$ cat src/rtl/bioee_dac_pkg.sv
// Shared types and width helpers for the DAC array serial controller.
package bioee_dac_pkg;

  typedef enum logic [1:0] {
    IDLE     = 2'd0,
    SHIFT    = 2'd1,
    WAIT_SET = 2'd2,
    LOAD     = 2'd3
  } engState_t;

  function automatic int bitCntWidth(input int dataW);
    return $clog2(dataW + 1);
  endfunction

  function automatic int phaseWidth(input int clkDiv);
    return $clog2(clkDiv);
  endfunction

endpackage

$ cat src/rtl/bioee_tick_gen.sv
// Divider phase counter producing clk-domain enables at the sclk rising point and at wrap.
module bioee_tick_gen
  import bioee_dac_pkg::*;
#(
  parameter int CLK_DIV = 10000
) (
  input  logic clk,
  input  logic rst_n,
  input  logic clear,
  input  logic run,
  output logic tick_rise,
  output logic tick_wrap
);

  localparam int PW = phaseWidth(CLK_DIV);
  localparam logic [PW-1:0] RISE_CNT = PW'(CLK_DIV / 2 - 1);
  localparam logic [PW-1:0] WRAP_CNT = PW'(CLK_DIV - 1);

  logic [PW-1:0] phaseQ;

  always_ff @(posedge clk) begin
    if (!rst_n || clear) begin
      phaseQ <= '0;
    end else if (run) begin
      phaseQ <= tick_wrap ? '0 : phaseQ + PW'(1);
    end
  end

  assign tick_rise = run && (phaseQ == RISE_CNT);
  assign tick_wrap = run && (phaseQ == WRAP_CNT);

endmodule

$ cat src/rtl/bioee_dac_array_ctrl.sv
// Double-buffered serial controller for N_CH 3-wire DACs sharing one sclk.
//
// state    | meaning
// IDLE     | no frame in the engine, waiting for the holding register
// SHIFT    | serialising DATA_W bits MSB-first to every enabled channel
// WAIT_SET | armed frame fully shifted, waiting for set_trig
// LOAD     | load strobe for CLK_DIV cycles, then one ack_set cycle
module bioee_dac_array_ctrl
  import bioee_dac_pkg::*;
#(
  parameter int N_CH    = 2,
  parameter int DATA_W  = 8,
  parameter int CLK_DIV = 10000
) (
  input  logic                     clk,
  input  logic                     rst_n,
  input  logic [N_CH*DATA_W-1:0]   din,
  input  logic [N_CH-1:0]          ch_en,
  input  logic                     mode,
  input  logic                     din_valid,
  output logic                     din_ready,
  input  logic                     set_trig,
  output logic                     ack_data,
  output logic                     ack_set,
  output logic                     busy,
  output logic                     dac_sclk,
  output logic [N_CH-1:0]          dac_din,
  output logic [N_CH-1:0]          dac_load
);

  localparam int BCW = bitCntWidth(DATA_W);
  localparam int FW  = N_CH * DATA_W;

  engState_t        stateQ, stateD;
  logic             holdValid, holdMode;
  logic [FW-1:0]    holdData, shiftQ;
  logic [N_CH-1:0]  holdEn, chEnQ;
  logic             modeQ, trigPendQ, loadDoneQ, sclkQ, ackDataQ;
  logic [BCW-1:0]   bitCntQ;
  logic             tickRise, tickWrap, lastBit, accept, pull;

  assign lastBit = (bitCntQ == BCW'(1));
  assign accept  = din_valid && !holdValid;
  assign pull    = holdValid && ((stateQ == IDLE) || (stateQ == LOAD && loadDoneQ));

  bioee_tick_gen #(.CLK_DIV(CLK_DIV)) uTick (
    .clk       (clk),
    .rst_n     (rst_n),
    .clear     (stateD != stateQ),
    .run       ((stateQ == SHIFT) || (stateQ == LOAD)),
    .tick_rise (tickRise),
    .tick_wrap (tickWrap)
  );

  always_comb begin
    stateD = stateQ;
    case (stateQ)
      IDLE:     if (holdValid) stateD = SHIFT;
      // A trigger already seen during the shift skips WAIT_SET entirely.
      SHIFT:    if (tickWrap && lastBit)
                  stateD = (!modeQ || trigPendQ || set_trig) ? LOAD : WAIT_SET;
      WAIT_SET: if (set_trig) stateD = LOAD;
      LOAD:     if (loadDoneQ) stateD = holdValid ? SHIFT : IDLE;
      default:  stateD = IDLE;
    endcase
  end

  always_ff @(posedge clk) begin
    if (!rst_n) begin
      stateQ    <= IDLE;
      holdValid <= 1'b0;
      holdMode  <= 1'b0;
      holdData  <= '0;
      holdEn    <= '0;
      shiftQ    <= '0;
      chEnQ     <= '0;
      modeQ     <= 1'b0;
      bitCntQ   <= '0;
      trigPendQ <= 1'b0;
      loadDoneQ <= 1'b0;
      sclkQ     <= 1'b0;
      ackDataQ  <= 1'b0;
    end else begin
      stateQ    <= stateD;
      ackDataQ  <= accept;
      holdValid <= accept || (holdValid && !pull);
      loadDoneQ <= (stateQ == LOAD) && tickWrap && !loadDoneQ;

      if (accept) begin
        holdData <= din;
        holdEn   <= ch_en;
        holdMode <= mode;
      end

      if (pull) begin
        shiftQ  <= holdData;
        chEnQ   <= holdEn;
        modeQ   <= holdMode;
        bitCntQ <= BCW'(DATA_W);
      end else if (stateQ == SHIFT && tickWrap) begin
        bitCntQ <= bitCntQ - BCW'(1);
        // The final bit is held on the data lines through WAIT_SET and LOAD.
        if (!lastBit) begin
          for (int k = 0; k < N_CH; k++)
            shiftQ[k*DATA_W +: DATA_W] <= {shiftQ[k*DATA_W +: DATA_W-1], 1'b0};
        end
      end

      if (pull || stateQ == LOAD)
        trigPendQ <= 1'b0;
      else if (stateQ == SHIFT && modeQ && set_trig)
        trigPendQ <= 1'b1;

      if (stateQ == SHIFT) begin
        if (tickRise)      sclkQ <= 1'b1;
        else if (tickWrap) sclkQ <= 1'b0;
      end else begin
        sclkQ <= 1'b0;
      end
    end
  end

  always_comb begin
    dac_din = '0;
    if (stateQ != IDLE) begin
      for (int k = 0; k < N_CH; k++)
        dac_din[k] = chEnQ[k] & shiftQ[k*DATA_W + DATA_W-1];
    end
  end

  assign dac_load  = (stateQ == LOAD && !loadDoneQ) ? chEnQ : '0;
  assign ack_set   = (stateQ == LOAD) && loadDoneQ;
  assign ack_data  = ackDataQ;
  assign din_ready = !holdValid;
  assign busy      = (stateQ != IDLE);
  assign dac_sclk  = sclkQ;

endmodule

$ cat config.mk
export PLATFORM = sky130hd
export DESIGN_NAME = bioee_dac_array_ctrl
export DESIGN_NICKNAME = d
export VERILOG_FILES = /design/src/rtl/bioee_dac_pkg.sv /design/src/rtl/bioee_tick_gen.sv /design/src/rtl/bioee_dac_array_ctrl.sv
export SDC_FILE = /design/constraint.sdc
export NUM_CORES = 1
export LEC_CHECK = 0
export CORE_ASPECT_RATIO = 1.4
export CORE_MARGIN = 1.5
export CORE_UTILIZATION = 30
export CTS_CLUSTER_DIAMETER = 50
export DETAILED_ROUTE_END_ITERATION = 10
export SETUP_SLACK_MARGIN = 0.2
export SYNTH_ARGS = -nofsm -noshare
export SYNTH_HDL_FRONTEND = slang
export SYNTH_SLANG_ARGS = --single-unit
export TNS_END_PERCENT = 50
$ cat constraint.sdc
create_clock -name clk -period 2.07 [get_ports clk]
set_clock_uncertainty 0.15 [all_clocks]
set_input_delay 0.414 -clock clk [delete_from_list [all_inputs] [get_ports clk]]
set_output_delay 0.414 -clock clk [all_outputs]
set_load 0.01 [all_outputs]
Word level (Yosys, flattened, before mapping)
Cells that the tools add are included.
Storage, ports and cells
  logic and storage cells: 78
  output and inout port bits: 9
  register bits after elaboration: 63
Cells by class
  reductions and logical operators: 33
  $add $sub $neg: 2
  muxes and demuxes: 17
  equality and inequality tests: 8
  bitwise logic cells: 3
Operators with widths (number)
  $mux W16: 3
  $add A14 B1 Y14 const B: 1
  $eq A14 B13 Y1 const B: 1
  $eq A14 B14 Y1 const B: 1
  $mux W14: 1
  $logic_and A1 B1 Y1: 13
  $mux W2: 6
  $mux W4: 2
  $pmux W2 S4: 1
  $logic_or A1 B1 Y1: 7
  $reduce_bool A2 Y1: 3
  $logic_not A1 Y1: 5
  $eq A2 B2 Y1 const B: 2
  $eq A4 B1 Y1 const B: 1
  $mux W1: 4
  $reduce_and A2 Y1: 2
  $reduce_or A2 Y1: 2
  $sub A4 B1 Y4 const B: 1
  $and A1 B1 Y1: 2
  $eq A2 B1 Y1 const B: 1
  $logic_not A2 Y1: 1
  $ne A2 B1 Y1 const B: 1
  $ne A2 B2 Y1: 1
  $not A1 Y1: 1

Logic depth before layout (Yosys ltp)
  word-level depth: 8
  gate-level depth with buffers: 7

Modules after synthesis
Synthesis repeated with hierarchy kept, for this count alone.
Second synthesis, totals
  cell total of the unflattened synthesis: 339
  area total of the unflattened synthesis: 2990.4 sq um
By module, submodules not included
  bioee_dac_array_ctrl: instances 1, cells an instance 259, area each 2249.7 sq um
  bioee_tick_gen: instances 1, cells an instance 80, area each 740.7 sq um

Worst setup path after synthesis
OpenSTA, ideal clock, no wires.
  kind: flip-flop to flip-flop
  from: reg uTick.phaseQ[0]
  to: reg uTick.phaseQ[13]
  slack: 0.281 ns
  stages on the path, launching flop included: 8
  arrival: 1.576 ns
  buffers on the path: 2
  required time: 1.858 ns
  path through: dfxtp_1 -> ha_1 -> and4_1 -> and4_1 -> buf_6 -> a221o_1 -> buf_6 -> nor2_2
On the way
  cells in the longest elaborated chain, start to end: 7
  elaborated cells between the ends (all ways): 9
  those cells by class: 1 x add/sub; 2 x eq/ne; 3 x mux; 3 x reduce/logical
RTL lines
  start, declared: RTL line bioee_tick_gen.sv:19  | logic [PW-1:0] phaseQ;
  start signal, assigned: RTL line bioee_tick_gen.sv:25  | phaseQ <= tick_wrap ? '0 : phaseQ + PW'(1);
  $eq A14 B14 Y1: RTL line bioee_tick_gen.sv:30  | assign tick_wrap = run && (phaseQ == WRAP_CNT);
  $logic_and A1 B1 Y1: RTL line bioee_tick_gen.sv:30
  $logic_and A1 B1 Y1: RTL line bioee_dac_array_ctrl.sv:60  | SHIFT: if (tickWrap && lastBit)
  $mux W2: RTL line bioee_dac_array_ctrl.sv:60
  $pmux W2 S4: RTL line bioee_dac_array_ctrl.sv:57  | case (stateQ)
  $ne A2 B2 Y1: RTL line bioee_dac_array_ctrl.sv:49  | .clear (stateD != stateQ),
  $logic_or A1 B1 Y1: RTL line bioee_tick_gen.sv:22  | if (!rst_n || clear) begin
Parallel ways exist; a longest one is shown, timed or not.
A chain may end at the register's enable or synchronous reset.

Worst setup path after layout
  from: reg stateQ[0]
  to: out ack_set
On the way
  cells in the longest elaborated chain, start to end: 2
RTL lines
  start, declared: RTL line bioee_dac_array_ctrl.sv:34  | engState_t stateQ, stateD;
  start signal, assigned: RTL line bioee_dac_array_ctrl.sv:84  | stateQ <= stateD;
  $eq A2 B2 Y1: RTL line bioee_dac_array_ctrl.sv:132  | assign ack_set = (stateQ == LOAD) && loadDoneQ;
  $logic_and A1 B1 Y1: RTL line bioee_dac_array_ctrl.sv:132
  end, declared: RTL line bioee_dac_array_ctrl.sv:24  | output logic ack_set,
No other way between the ends.

==> flow_summary.ini <==
[yosys]
synth_xor_area_share_pct = 4.12
synthTopCellsByCount = 63 x dfxtp_1, 58 x nand2_1, 43 x a21oi_1, 29 x o21ai_0, 15 x a31oi_1
muxShareOfSynthArea_pct = 0.362
async_flop_share_pct = 0
synth.distinct_cells = 44
synth_top_family_by_area = simple AND/OR/NAND/NOR gates
yosysMostFrequentCell = dfxtp_1
yosysSeqAreaShare_pct = 45.7
synth.avg_cell_area_um2 = 8.20
synth-compound-area-share_pct = 20.7
synthAdderAreaFrac_pct = 1.36
synth_simple_gate_area_share_pct = 22.3
synthCells = 337
synth_top_area_cell = dfxtp_1
synth_flop_cell = dfxtp_1
synth_area_leaders = dfxtp_1 46%, nand2_1 7.9%, a21oi_1 7.8%
mappedNetlistArea_um2 = 2760
ys_ff_latch = 63
synth_top_area_share_pct = 45.7
synth_warnings = 0
synth-edff-count = 0
synthesis.nets = 363

[die]
die-width_um = 84.1
row_count = 41
ioPinCount = 32
start_util_pct = 30.8
die_height_um = 117
die_area_um2 = 9800
coreArea_um2 = 8980

[timing]
relSlewSlack_pct = 67.1
finalSetupViolCount = 0
max_slew.worst_pin.slew_ns = 0.492
hold_violations = 0
min_period_ns = 1.84
whs_ns = 0.301
rsz0062_at_grt = yes
period_share_pct = 89.1
layout_setup_ws_ns = 0.225
maxSlewViolCount = 0
fmaxAchievable_mhz = 542

[placement]
dp_slack_ns = -0.0660
gp_congestion = 0.807
dp.cells = 470
dpl-instance-area_um2 = 3260
port_buffers = 31
dpl.hpwl_mm = 4.50

[route]
wl_per_cell_um = 13.4
drcViolationCount = 0
vias = 2523
firstDrtPassIters = 4
wl_mm = 6.54
drt_iter0_markers = 83
vias_per_cell = 5.16
drt.antenna.violating_nets = 0

[pwr]
seqPwrFrac_pct = 42.6
power.density_nw_per_um2 = 852
leakage_uw = 0.00131
switching_power_uw = 730
pwr-share-clk_pct = 48.6
combPwrFrac_pct = 8.8
p_sw_share_pct = 23.8
p_int_uw = 2330
ir_worst_vdd_v = 0.000410

[finish]
syn2layout_area_growth_pct = 30.1
post-route-util_pct = 40.0
regArea_um2 = 1270
multi_input_area_um2 = 1380
antenna-diode-count = 0
fin_nets = 403
fill_cells = 912
drive_gt1_share_pct = 14.7
instances_no_fill = 489
stdcell_area_um2 = 3590

[worst_setup_path]
r2r_slack_ns = 0.28
startpoint_type = flop
crit_fanout = 9
worst_ep_arrival_time_ns = 1.28
r2r-end = uTick.phaseQ[5]$_SDFFE_PP0P_
cp.required_ns = 1.51
worstRegToRegCells = 6
r2r_start = stateQ[1]$_SDFF_PN0_
cp-end-kind = primary output
worstSetupPathType = reg2out

[clock_tree]
cts.clk_slew.worst_paths_ns = 0.06
clk_latency_ns = 0.32
cts_num_sinks = 63
clock_path_buffers = 2
cts_tree = done
htree_levels = 3
root_buffer = clkbuf_16
cts_buffers = 9

[global_routing]
grt_use_total_pct = 13.9
antenna_found_initial = 0
grt_remaining_overflow = 0
grt_max_degree = 26
grt_pass1_vias = 2437
grt_pass1_wl_mm = 11.0

[min_path]
min_path_cells = 2
hold_end = holdData[2]$_SDFFE_PN0P_
hold_start = holdData[2]$_SDFFE_PN0P_
hp-class = reg2reg

[flow_run]
drv_cap = 0

[outcome]
outcome = finished, final reports clean
flip-flops by register name, summed over array words and instances (netlist names):
signal        flops
holdMode          1
chEnQ             2
dac_sclk          1
holdEn            2
trigPendQ         1
holdData         16
bitCntQ           4
loadDoneQ         1
holdValid         1
ack_data          1
stateQ            2
modeQ             1
uTick.phaseQ     14
shiftQ           16
critical path, cell delays in order (launching register included):
cell	delay, ns
dfxtp_2	0.33
buf_4	0.16
nand3_1	0.09
inv_1	0.12
clkdlybuf4s15_1	0.25
how the worst max path moves through the flow:
stage	from	to	slack, ns	cells past startpoint
2_1_floorplan	uTick.phaseQ[0]$_SDFFE_PP0P_	uTick.phaseQ[13]$_SDFFE_PP0P_	0.28	7
3_3_place_gp	set_trig	uTick.phaseQ[9]$_SDFFE_PP0P_	-0.05	5
3_5_place_dp	set_trig	uTick.phaseQ[13]$_SDFFE_PP0P_	-0.07	5
4_1_cts	stateQ[0]$_SDFF_PN0_	dac_din[0]	0.17	3
5_1_grt	stateQ[0]$_SDFF_PN0_	ack_set	0.15	4
6_report	stateQ[0]$_SDFF_PN0_	ack_set	0.23	4
through the flow:
stage               total power [uW]  TNS, ns
finish                          3060        0
floorplan                       1490        0
global placement                1590   -0.392
CTS                             3100        0
detailed placement              1600   -0.471
global route                    3200        0
layout by cell type (no fill, tap or decap), types with 4 or more instances in the layout:
cell type,synthesis,routed
a21oi_1,43,43
a31oi_1,15,15
buf_4,2,19
clkbuf_16,0,9
clkdlybuf4s50_1,0,24
dfxtp_1,63,61
dlygate4sd2_1,0,4
inv_1,8,7
nand2_1,58,58
nand4_1,8,8
nor2_1,13,13
nor2_2,8,8
nor3_1,9,9
o21ai_0,29,29
xnor2_1,9,9
xor2_1,4,4
power groups by stage:
| stage | Combinational [uW] | Clock, uW | Sequential, uW |
|---|---|---|---|
| global route | 302 | 1590 | 1310 |
| finish | 269 | 1490 | 1300 |
| detailed placement | 268 | 0 | 1330 |
| CTS | 268 | 1530 | 1300 |
| global placement | 262 | 0 | 1330 |
| floorplan | 167 | 0 | 1320 |
final cells by class:
class	count	share of cell area, %
inverter	8	0.835
sequential	63	35.2
clock inverter	6	1.98
timing repair buffer	53	13.6
clock buffer	10	6.37
multi-input combinational	242	38.3
tap	107	3.72
what timing repair did:
item | 4_1_cts | 5_1_grt
resized for setup | 18 | 7
pin swaps | 1 | 3
buffers inserted | 1 | 1
hold buffers | 0 | 0
endpoints found under the setup margin | 17 | 31
cloned | 0 | 1
kinds of logic (layout without fill, tap and decap cells):
family / after synthesis / count (layout)
simple gates: 123 / 123
compound gates: 101 / 102
flops: 63 / 63
buf+inv: 33 / 77
xor+xnor: 13 / 13
fa+ha+maj: 3 / 3
mux: 1 / 1
layer usage:
metal  global-route usage [%]  part of all wire (%)  routed length [um]
met1                     14.9                    42                2770
met2                     25.5                    53                3450
met3                     3.25                   3.2                 211
met4                     6.89                   1.8                 117
met5                        0                     0                   0
Note: power is estimated with default switching activity, not from simulation.
